$ cat config.mk
export PLATFORM = sky130hd
export DESIGN_NAME = tnn_neuron_scheduler_flat
export DESIGN_NICKNAME = d
export VERILOG_FILES = /design/src/rtl/tnn_neuron_scheduler_if.sv /design/src/rtl/tnn_neuron_scheduler.sv /design/src/flat_wrapper.sv
export SDC_FILE = /design/constraint.sdc
export NUM_CORES = 1
export LEC_CHECK = 0
export ABC_AREA = 0
export BUFFER_PORTS_ARGS = -buffer_cell sky130_fd_sc_hd__buf_2
export CELL_PAD_IN_SITES_DETAIL_PLACEMENT = 0
export CELL_PAD_IN_SITES_GLOBAL_PLACEMENT = 2
export CORE_ASPECT_RATIO = 0.75
export CORE_MARGIN = 4
export CORE_UTILIZATION = 44
export DETAILED_ROUTE_END_ITERATION = 8
export PLACE_DENSITY_LB_ADDON = 0.1
export SYNTH_ARGS = -nofsm -noshare
export SYNTH_HDL_FRONTEND = slang
export SYNTH_SLANG_ARGS = --single-unit
$ cat constraint.sdc
create_clock -name clk -period 4.5 [get_ports clk]
set_clock_uncertainty 0.05 [all_clocks]
set_input_delay 1.35 -clock clk [delete_from_list [all_inputs] [get_ports clk]]
set_output_delay 1.35 -clock clk [all_outputs]
set_load 0.01 [all_outputs]
$ cat src/rtl/tnn_neuron_scheduler_if.sv
// Operand-in / result-out stream bundle for the TNN neuron scheduler.
// slave = scheduler side, master = upstream/downstream side.
interface tnn_neuron_scheduler_if #(
    parameter int N_NEUR = 6,
    parameter int W      = 3,
    parameter int CW     = $clog2(N_NEUR + 1)
);
    logic              in_valid;
    logic              in_ready;
    logic [W-1:0]      in_a;
    logic [W-1:0]      in_b;
    logic [W-1:0]      in_c;
    logic              out_valid;
    logic              out_ready;
    logic [N_NEUR-1:0] out_fire;
    logic [CW-1:0]     out_count;

    modport slave (
        input  in_valid, in_a, in_b, in_c, out_ready,
        output in_ready, out_valid, out_fire, out_count
    );

    modport master (
        output in_valid, in_a, in_b, in_c, out_ready,
        input  in_ready, out_valid, out_fire, out_count
    );
endinterface

$ cat src/rtl/tnn_neuron_scheduler.sv
// Buffers one operand triple per neuron, then sweeps them one per cycle through a
// shared external comparator and returns the fire vector with its popcount.
module tnn_neuron_scheduler #(
    parameter int N_NEUR = 6,
    parameter int W      = 3
) (
    input  logic                   clk,
    input  logic                   rst,
    tnn_neuron_scheduler_if.slave  bus,
    output logic                   cmp_en,
    output logic [W-1:0]           cmp_a,
    output logic [W-1:0]           cmp_b,
    output logic [W-1:0]           cmp_c,
    input  logic                   cmp_out
);
    localparam int CW = $clog2(N_NEUR + 1);
    localparam int IW = (N_NEUR > 1) ? $clog2(N_NEUR) : 1;
    localparam logic [IW-1:0] LAST = IW'(N_NEUR - 1);

    typedef enum logic [1:0] {LOAD = 2'd0, EVAL = 2'd1, DONE = 2'd2} state_e;

    state_e                   state_q, state_d;
    logic [IW-1:0]            ld_idx_q, ld_idx_d;
    logic [IW-1:0]            ev_idx_q, ev_idx_d;
    logic [N_NEUR-1:0]        fire_q, fire_d;
    logic [CW-1:0]            count_q, count_d;
    logic [N_NEUR-1:0][W-1:0] a_q, b_q, c_q;
    logic                     in_xfer;

    assign in_xfer = bus.in_valid && (state_q == LOAD);

    always_ff @(posedge clk) begin
        if (rst) state_q <= LOAD;
        else     state_q <= state_d;
    end

    always_comb begin
        state_d = state_q;
        case (state_q)
            LOAD:    if (in_xfer && ld_idx_q == LAST) state_d = EVAL;
            EVAL:    if (ev_idx_q == LAST)            state_d = DONE;
            DONE:    if (bus.out_ready)               state_d = LOAD;
            default:                                  state_d = LOAD;
        endcase
    end

    // Comparator operands come only from the registered buffer, so in_* activity
    // during EVAL cannot disturb them.
    always_comb begin
        bus.in_ready  = 1'b0;
        bus.out_valid = 1'b0;
        cmp_en        = 1'b0;
        cmp_a         = '0;
        cmp_b         = '0;
        cmp_c         = '0;
        case (state_q)
            LOAD: bus.in_ready = 1'b1;
            EVAL: begin
                cmp_en = 1'b1;
                cmp_a  = a_q[ev_idx_q];
                cmp_b  = b_q[ev_idx_q];
                cmp_c  = c_q[ev_idx_q];
            end
            DONE: bus.out_valid = 1'b1;
            default: ;
        endcase
    end

    assign bus.out_fire  = fire_q;
    assign bus.out_count = count_q;

    always_comb begin
        ld_idx_d = ld_idx_q;
        ev_idx_d = ev_idx_q;
        fire_d   = fire_q;
        count_d  = count_q;
        if (in_xfer) begin
            if (ld_idx_q == LAST) begin
                ld_idx_d = '0;
                fire_d   = '0;
                count_d  = '0;
            end else begin
                ld_idx_d = ld_idx_q + IW'(1);
            end
        end
        if (state_q == EVAL) begin
            fire_d[ev_idx_q] = cmp_out;
            count_d          = count_q + CW'(cmp_out);
            ev_idx_d         = (ev_idx_q == LAST) ? '0 : ev_idx_q + IW'(1);
        end
    end

    always_ff @(posedge clk) begin
        if (rst) begin
            ld_idx_q <= '0;
            ev_idx_q <= '0;
            fire_q   <= '0;
            count_q  <= '0;
        end else begin
            ld_idx_q <= ld_idx_d;
            ev_idx_q <= ev_idx_d;
            fire_q   <= fire_d;
            count_q  <= count_d;
        end
    end

    // Buffer contents are don't-care after reset, so no reset branch.
    always_ff @(posedge clk) begin
        if (in_xfer) begin
            a_q[ld_idx_q] <= bus.in_a;
            b_q[ld_idx_q] <= bus.in_b;
            c_q[ld_idx_q] <= bus.in_c;
        end
    end
endmodule

$ cat src/flat_wrapper.sv
// flat-port wrapper written by rule: the top's interface ports become plain ports
module tnn_neuron_scheduler_flat 
#(
    parameter int N_NEUR = 6,
    parameter int W      = 3
)
  (clk, rst, cmp_en, cmp_a, cmp_b, cmp_c, cmp_out, bus_in_valid, bus_in_a, bus_in_b, bus_in_c, bus_out_ready, bus_in_ready, bus_out_valid, bus_out_fire, bus_out_count);
  tnn_neuron_scheduler_if #(.N_NEUR(N_NEUR), .W(W)) bus_i ();
  input  logic clk;
  input  logic rst;
  output logic cmp_en;
  output logic [W-1:0] cmp_a;
  output logic [W-1:0] cmp_b;
  output logic [W-1:0] cmp_c;
  input  logic cmp_out;
  input wire logic [$bits(bus_i.in_valid)-1:0] bus_in_valid;
  input wire logic [$bits(bus_i.in_a)-1:0] bus_in_a;
  input wire logic [$bits(bus_i.in_b)-1:0] bus_in_b;
  input wire logic [$bits(bus_i.in_c)-1:0] bus_in_c;
  input wire logic [$bits(bus_i.out_ready)-1:0] bus_out_ready;
  output wire logic [$bits(bus_i.in_ready)-1:0] bus_in_ready;
  output wire logic [$bits(bus_i.out_valid)-1:0] bus_out_valid;
  output wire logic [$bits(bus_i.out_fire)-1:0] bus_out_fire;
  output wire logic [$bits(bus_i.out_count)-1:0] bus_out_count;
  assign bus_i.in_valid = bus_in_valid;
  assign bus_i.in_a = bus_in_a;
  assign bus_i.in_b = bus_in_b;
  assign bus_i.in_c = bus_in_c;
  assign bus_i.out_ready = bus_out_ready;
  assign bus_in_ready = bus_i.in_ready;
  assign bus_out_valid = bus_i.out_valid;
  assign bus_out_fire = bus_i.out_fire;
  assign bus_out_count = bus_i.out_count;
  tnn_neuron_scheduler #(.N_NEUR(N_NEUR), .W(W)) u_core (.clk(clk), .rst(rst), .bus(bus_i), .cmp_en(cmp_en), .cmp_a(cmp_a), .cmp_b(cmp_b), .cmp_c(cmp_c), .cmp_out(cmp_out));
endmodule
==> flow_metrics.env, run 1 <==
export IMPL_leakage_nw=1.21
export IMPL_post_dp_hpwl_um=3740
export IMPL_drt_total_wl_um=5460
export IMPL_cts_tree="yes"
export IMPL_cts_buffer_depth=2
export IMPL_min_path_type="register to register"
export IMPL_cp_max_fo=11
export IMPL_finalHoldViolations=0
export IMPL_die_h_um=77.7
export IMPL_die_width_um=101
export IMPL_status="complete, no violations"
export IMPL_numCtsBuffers=9
export IMPL_syn2layout_area_growth_pct=17.0
export IMPL_overflow=0
export IMPL_clkTransAtPathRegs_ps=70
export IMPL_p_per_area_nw_per_um2=387
export IMPL_antenna_found_initial=0
export IMPL_fmax_mhz=273
export IMPL_n_fill_cell=530
export IMPL_hold_end="u_core.bus.out_fire[3]"
export IMPL_slew_viol_final=0
export IMPL_holdWs_ps=407
export IMPL_layout_cells_non_filler=311
export IMPL_start_util_pct=45.3
export IMPL_synth_edff_count=54
export IMPL_dieArea_um2=7830
export IMPL_synth_area_per_cell_um2=15.5
export IMPL_place_congestion=0.724
export IMPL_worstPathArrival_ps=2270
export IMPL_nNetsFinal=242
export IMPL_ys_types=38
export IMPL_drv_cap=0
export IMPL_antenna_cells=0
export IMPL_min_from="u_core.bus.out_fire[3]"
export IMPL_grt_usage_pct=15.1
export IMPL_first_global_vias=1716
export IMPL_design_core_area_um2=6290
export IMPL_holdPathStages=2
export IMPL_synthArstFlopShare_pct=0
export IMPL_ys_warn_count=0
export IMPL_grt_start_max_net_pins=20
export IMPL_max_slew_margin_pct=39.2
export IMPL_via_per_inst=5.46
export IMPL_layout_min_cycle_time_ps=3670
export IMPL_tns_ps=0
export IMPL_tightest_slew_ps=909
export IMPL_rr_worst_depth=3
export IMPL_yosysSeqAreaShare_pct=68.9
export IMPL_postCtsSetupRepairBufs=0
export IMPL_grt_pass1_wl_um=8780
export IMPL_holdBufCountCts=0
export IMPL_finalSetupViolCount=0
export IMPL_dr_pass1_iters=4
export IMPL_drive_gt1_share_pct=28.3
export IMPL_ioPinCount=35
export IMPL_ant_nets=0
export IMPL_htree_levels=3
export IMPL_placedCellCount=296
export IMPL_period_share_pct=81.5
export IMPL_wl_per_cell_um=17.5
export IMPL_critPathLaunchType="register"
export IMPL_portBuffers=34
export IMPL_clkSinkCount=71
export IMPL_timing_rr_start="u_core.state_q[1]"
export IMPL_synth_cells=184
export IMPL_cts_root_buf="clkbuf_8"
export IMPL_worst_ir_drop_vdd_v=0.000195
export IMPL_rows=25
export IMPL_cts_resized=0
export IMPL_clk_insertion_delay_late_ps=330
export IMPL_vias=1699
export IMPL_drc_errors=0
export IMPL_endpoint_kind="output port"
export IMPL_drt_iter0_drc=81
export IMPL_worstSetupPathType="register to output port"
export IMPL_r2r_setup_slack_ps=2500
export IMPL_yosys_most_used_dff="edfxtp_1"
export IMPL_syn_cell_area_um2=2850
export IMPL_worstReg2RegEnd="u_core.b_q[16]"
export IMPL_rsz0062_at_grt="no"
export IMPL_ys_seq_elements=71
export IMPL_syn_nets=200
export IMPL_cp_required_ps=3100
[synth_stat cells (5+ instances only)]
cell type,count,share of area [%]
nor2_1,8,1.1
o41ai_1,6,1.8
dfxtp_1,17,12
a21oi_1,7,1.2
clkbuf_1,5,0.66
mux4_2,6,4.7
and2_1,10,2.2
inv_1,11,1.5
edfxtp_1,54,57
a221o_1,9,3.2
[per-stage QoR]
stage / worst slack [ps] / area [µm²] / util (%) / power, mW
floorplan: 1610 / 2850 / - / 0.754
global placement: 1160 / 3120 / 49.6 / 0.771
detailed placement: 1140 / 3120 / 49.6 / 0.773
CTS: 758 / 3330 / 53.0 / 1.31
global route: 630 / 3330 / 53.0 / 1.34
finish: 834 / 3330 / 53.0 / 1.29
[registers in the layout, indices dropped and copies added (netlist names)]
name	flops
u_core.a_q	18
u_core.c_q	18
u_core.state_q	2
u_core.ld_idx_q	3
u_core.bus.out_count	3
u_core.bus.out_fire	6
u_core.ev_idx_q	3
u_core.b_q	18
[metal layers]
metal  vias to the layer above  GRT usage (%)  routed length, µm
li1                        807              -                  -
met1                       850           20.1               2520
met2                        38           23.7               2610
met3                         4           4.94                296
met4                         0           4.04                 28
met5                         -              0                  0
[final cells by class]
type	instances	area (µm²)	area share, %
Multi-Input combinational cell	91	790	23.7
Timing Repair Buffer	41	223	6.69
Inverter	12	45.0	1.35
Sequential cell	71	1960	58.9
Clock inverter	6	86.3	2.59
Clock buffer	9	124	3.72
Tap cell	81	101	3.04
[cells by family (layout without fill, tap and decap cells)]
group | after synthesis | after routing | synth area share [%]
and+or+nand+nor | 49 | 49 | 10.4
buffers and inverters | 22 | 68 | 3.34
muxes | 9 | 9 | 7.52
xor gates and xnor gates | 1 | 1 | 0.308
DFF | 71 | 71 | 68.9
AOI/OAI and AO/OA | 30 | 30 | 8.62
adders and majority gates | 2 | 2 | 0.879
[worst max-delay path, stage by stage, from the launching register on]
cell and delay [ps]:
dfxtp_1 730, mux4_1 610, and2_1 160, a221o_1 280, buf_2 150
[where the power goes]
part | total (mW) | internal (mW) | switching, mW
logic | 0.0362 | 0.0144 | 0.0219
clock network | 0.531 | 0.308 | 0.223
registers | 0.722 | 0.718 | 0.00377
[layout by cell type, fill, tap and decap left out, drive strengths merged, types with 2 or more instances in the layout]
cell type   n
clkbuf      9
o41ai       6
nor3        2
bufinv      2
a22oi       2
nor2b       4
buf        41
and3        2
dfxtp      17
a221o       9
nand3b      3
clkinv      4
or3         2
ha          2
nor2        8
nor3b       2
o211ai      2
nand3       3
nand4       2
inv        11
and2       10
mux4        9
nand2       4
a21oi       7
edfxtp     54
[how the worst max path moves through the flow]
stage | slack (ps) | cells past startpoint | endpoint | startpoint
after detailed placement | 1140 | 4 | cmp_a[2] | u_core.ev_idx_q[0]
after global placement | 1160 | 4 | cmp_a[2] | u_core.ev_idx_q[0]
final | 830 | 4 | cmp_a[2] | u_core.ev_idx_q[0]
after CTS | 760 | 4 | cmp_a[2] | u_core.ev_idx_q[0]
after floorplan | 1610 | 4 | cmp_a[0] | u_core.ev_idx_q[0]
after global routing | 630 | 4 | cmp_a[2] | u_core.ev_idx_q[0]
Note: power is estimated with default switching activity, not from simulation.
==> inputs of run 2 (changes only) <==
--- a/config.mk
+++ b/config.mk
@@ -11,7 +11,7 @@
 export CELL_PAD_IN_SITES_GLOBAL_PLACEMENT = 2
 export CORE_ASPECT_RATIO = 0.75
 export CORE_MARGIN = 4
-export CORE_UTILIZATION = 44
+export CORE_UTILIZATION = 37
 export DETAILED_ROUTE_END_ITERATION = 8
 export PLACE_DENSITY_LB_ADDON = 0.1
 export SYNTH_ARGS = -nofsm -noshare
==> constraint.sdc (replaced) <==
create_clock -name clk -period 3 [get_ports clk]
set_clock_uncertainty 0.05 [all_clocks]
set_input_delay 0.9 -clock clk [delete_from_list [all_inputs] [get_ports clk]]
set_output_delay 0.9 -clock clk [all_outputs]
set_load 0.01 [all_outputs]
==> run 2 against run 1 <==
Combinational power increased by 54%. Sequential power rose by 50%. Register-to-register slack lost 1200 ps. Critical path type unchanged. Critical endpoint is now cmp_b[2]. Highest routed layer unchanged. Largest cell class unchanged.
==> flow_metrics.env, run 2 (same netlist as run 1, synthesis figures left out) <==
export IMPL_tns_ps=0
export IMPL_cts_tree="yes"
export IMPL_final_common_cell="edfxtp_1"
export IMPL_overflow=0
export IMPL_drc_errors=0
export IMPL_post_dp_hpwl_um=3930
export IMPL_regArea_um2=1960
export IMPL_rr_worst_depth=3
export IMPL_cpPeakStageDelay_ps=540
export IMPL_cts_buffer_depth=2
export IMPL_syn2layout_area_growth_pct=19.1
export IMPL_intPower_mw=1.39
export IMPL_drv_cap=0
export IMPL_path_cells="buf_12, mux4_1, and2_1, a221o_1, buf_2"
export IMPL_clk_insertion_delay_late_ps=340
export IMPL_die_width_um=109
export IMPL_n_fill_cell=660
export IMPL_timing_rr_start="u_core.state_q[0]"
export IMPL_nNetsFinal=250
export IMPL_worstReg2RegEnd="u_core.b_q[4]"
export IMPL_cp_top_family="multiplexers"
export IMPL_cp_max_fo=12
export IMPL_crit_slowest_cell="mux4_1"
export IMPL_r2r_setup_slack_ps=1300
export IMPL_drt_total_wl_um=5760
export IMPL_tightest_slew_ps=443
export IMPL_worst_path_buf_inv=2
export IMPL_pwr_share_comb_pct=3.2
export IMPL_antenna_found_initial=0
export IMPL_multi_input_area_um2=791
export IMPL_p_sw_share_pct=21.5
export IMPL_hold_end="u_core.bus.out_fire[3]"
export IMPL_finalHoldViolations=0
export IMPL_drive_gt1_share_pct=31.0
export IMPL_fmax_mhz=344
export IMPL_design_core_area_um2=7400
export IMPL_worstSetupPathType="register to output port"
export IMPL_slew_viol_final=0
export IMPL_total_power_mw=1.77
export IMPL_start_util_pct=38.5
export IMPL_seqPwrFrac_pct=61.1
export IMPL_clkSinkCount=71
export IMPL_worstPathArrival_ps=1960
export IMPL_leakage_nw=1.23
export IMPL_die_h_um=84.0
export IMPL_min_from="u_core.bus.out_fire[3]"
export IMPL_via_per_inst=5.03
export IMPL_cp_required_ps=2050
export IMPL_max_slew_margin_pct=70.4
export IMPL_holdPathStages=2
export IMPL_critPathLaunchType="register"
export IMPL_clkTransAtPathRegs_ps=80
export IMPL_p_per_area_nw_per_um2=522
export IMPL_wl_per_cell_um=17.0
export IMPL_vias=1709
export IMPL_switching_power_uw=380
export IMPL_grt_start_max_net_pins=20
export IMPL_clock_power_share_pct=35.7
export IMPL_endpoint_kind="output port"
export IMPL_grt_pass1_wl_um=9270
export IMPL_numCtsBuffers=9
export IMPL_ioPinCount=35
export IMPL_worst_ir_drop_vdd_v=0.000259
export IMPL_reg_largest_list="u_core.a_q x18, u_core.b_q x18, u_core.c_q x18"
export IMPL_period_share_pct=96.8
export IMPL_ant_nets=0
export IMPL_min_path_type="register to register"
export IMPL_drt_iter0_drc=63
export IMPL_cts_root_buf="clkbuf_8"
export IMPL_layout_min_cycle_time_ps=2910
export IMPL_portBuffers=34
export IMPL_finalSetupViolCount=0
export IMPL_most_common_layout_cells="edfxtp_1, buf_2, dfxtp_1"
export IMPL_status="complete, no violations"
export IMPL_rsz0062_at_grt="no"
export IMPL_antenna_cells=0
export IMPL_dieArea_um2=9180
export IMPL_place_congestion=0.691
export IMPL_grt_usage_pct=13.7
export IMPL_first_global_vias=1763
export IMPL_rows=27
export IMPL_dr_pass1_iters=4
export IMPL_htree_levels=3
[run 2: through the flow]
stage                     worst slack [ps]  cells  instance area (µm²)  utilization [%]  hold slack, ps
after floorplan                        561    184                 2850                -             424
after global placement                 337    321                 3180             43.0             394
final                                 94.5    340                 3390             45.8             402
after global routing                  11.7    340                 3390             45.8             423
after CTS                             2.01    337                 3350             45.3             408
after detailed placement               333    321                 3180             43.0             396
[run 2: cell type report]
| class | count | area share [%] |
|---|---|---|
| tap | 101 | 3.73 |
| clock inverter | 7 | 1.18 |
| timing repair buffer | 49 | 8.82 |
| sequential | 71 | 58.0 |
| inverter | 12 | 1.33 |
| multi-input combinational | 91 | 23.3 |
| clock buffer | 9 | 3.65 |
[run 2: worst max path at each step]
stage	cells after the start	to	slack, ps	startpoint
after floorplan	4	cmp_a[0]	560	u_core.ev_idx_q[0]
after global placement	5	cmp_b[2]	340	u_core.ev_idx_q[0]
after detailed placement	5	cmp_b[2]	330	u_core.ev_idx_q[0]
after CTS	5	cmp_b[2]	2	u_core.ev_idx_q[0]
after global routing	5	cmp_b[2]	10	u_core.ev_idx_q[0]
final	5	cmp_b[2]	90	u_core.ev_idx_q[0]
[run 2: tightest hold or removal path: stages, from the launching register on]
cell and delay, ps:
dfxtp_1 310, inv_1 40, o41ai_1 60
[run 2: per-layer routing]
| metal | vias up | share of wire (%) | track usage [%] |
|---|---|---|---|
| met3 | 7 | 4.9 | 5.41 |
| met4 | 0 | 0.90 | 4.08 |
| met1 | 848 | 47 | 18.2 |
| met2 | 32 | 47 | 20.7 |
| met5 | - | 0 | 0 |
| li1 | 822 | - | - |
[run 2: power by group through the flow]
stage                     Combinational (mW)  Clock, mW  Sequential (mW)
after floorplan                       0.0279          0             1.10
after global placement                0.0556          0             1.10
after detailed placement              0.0572          0             1.10
after CTS                             0.0572      0.658             1.08
after global routing                  0.0635      0.708             1.08
final                                 0.0559      0.633             1.08
[run 2: repair_timing]
action / 4_1_cts / 5_1_grt
endpoints found under the setup margin: 1 / 9
setup buffers: 0 / 3
hold buffers: 0 / 0
gates cloned: 0 / 0
resized for setup: 1 / 6
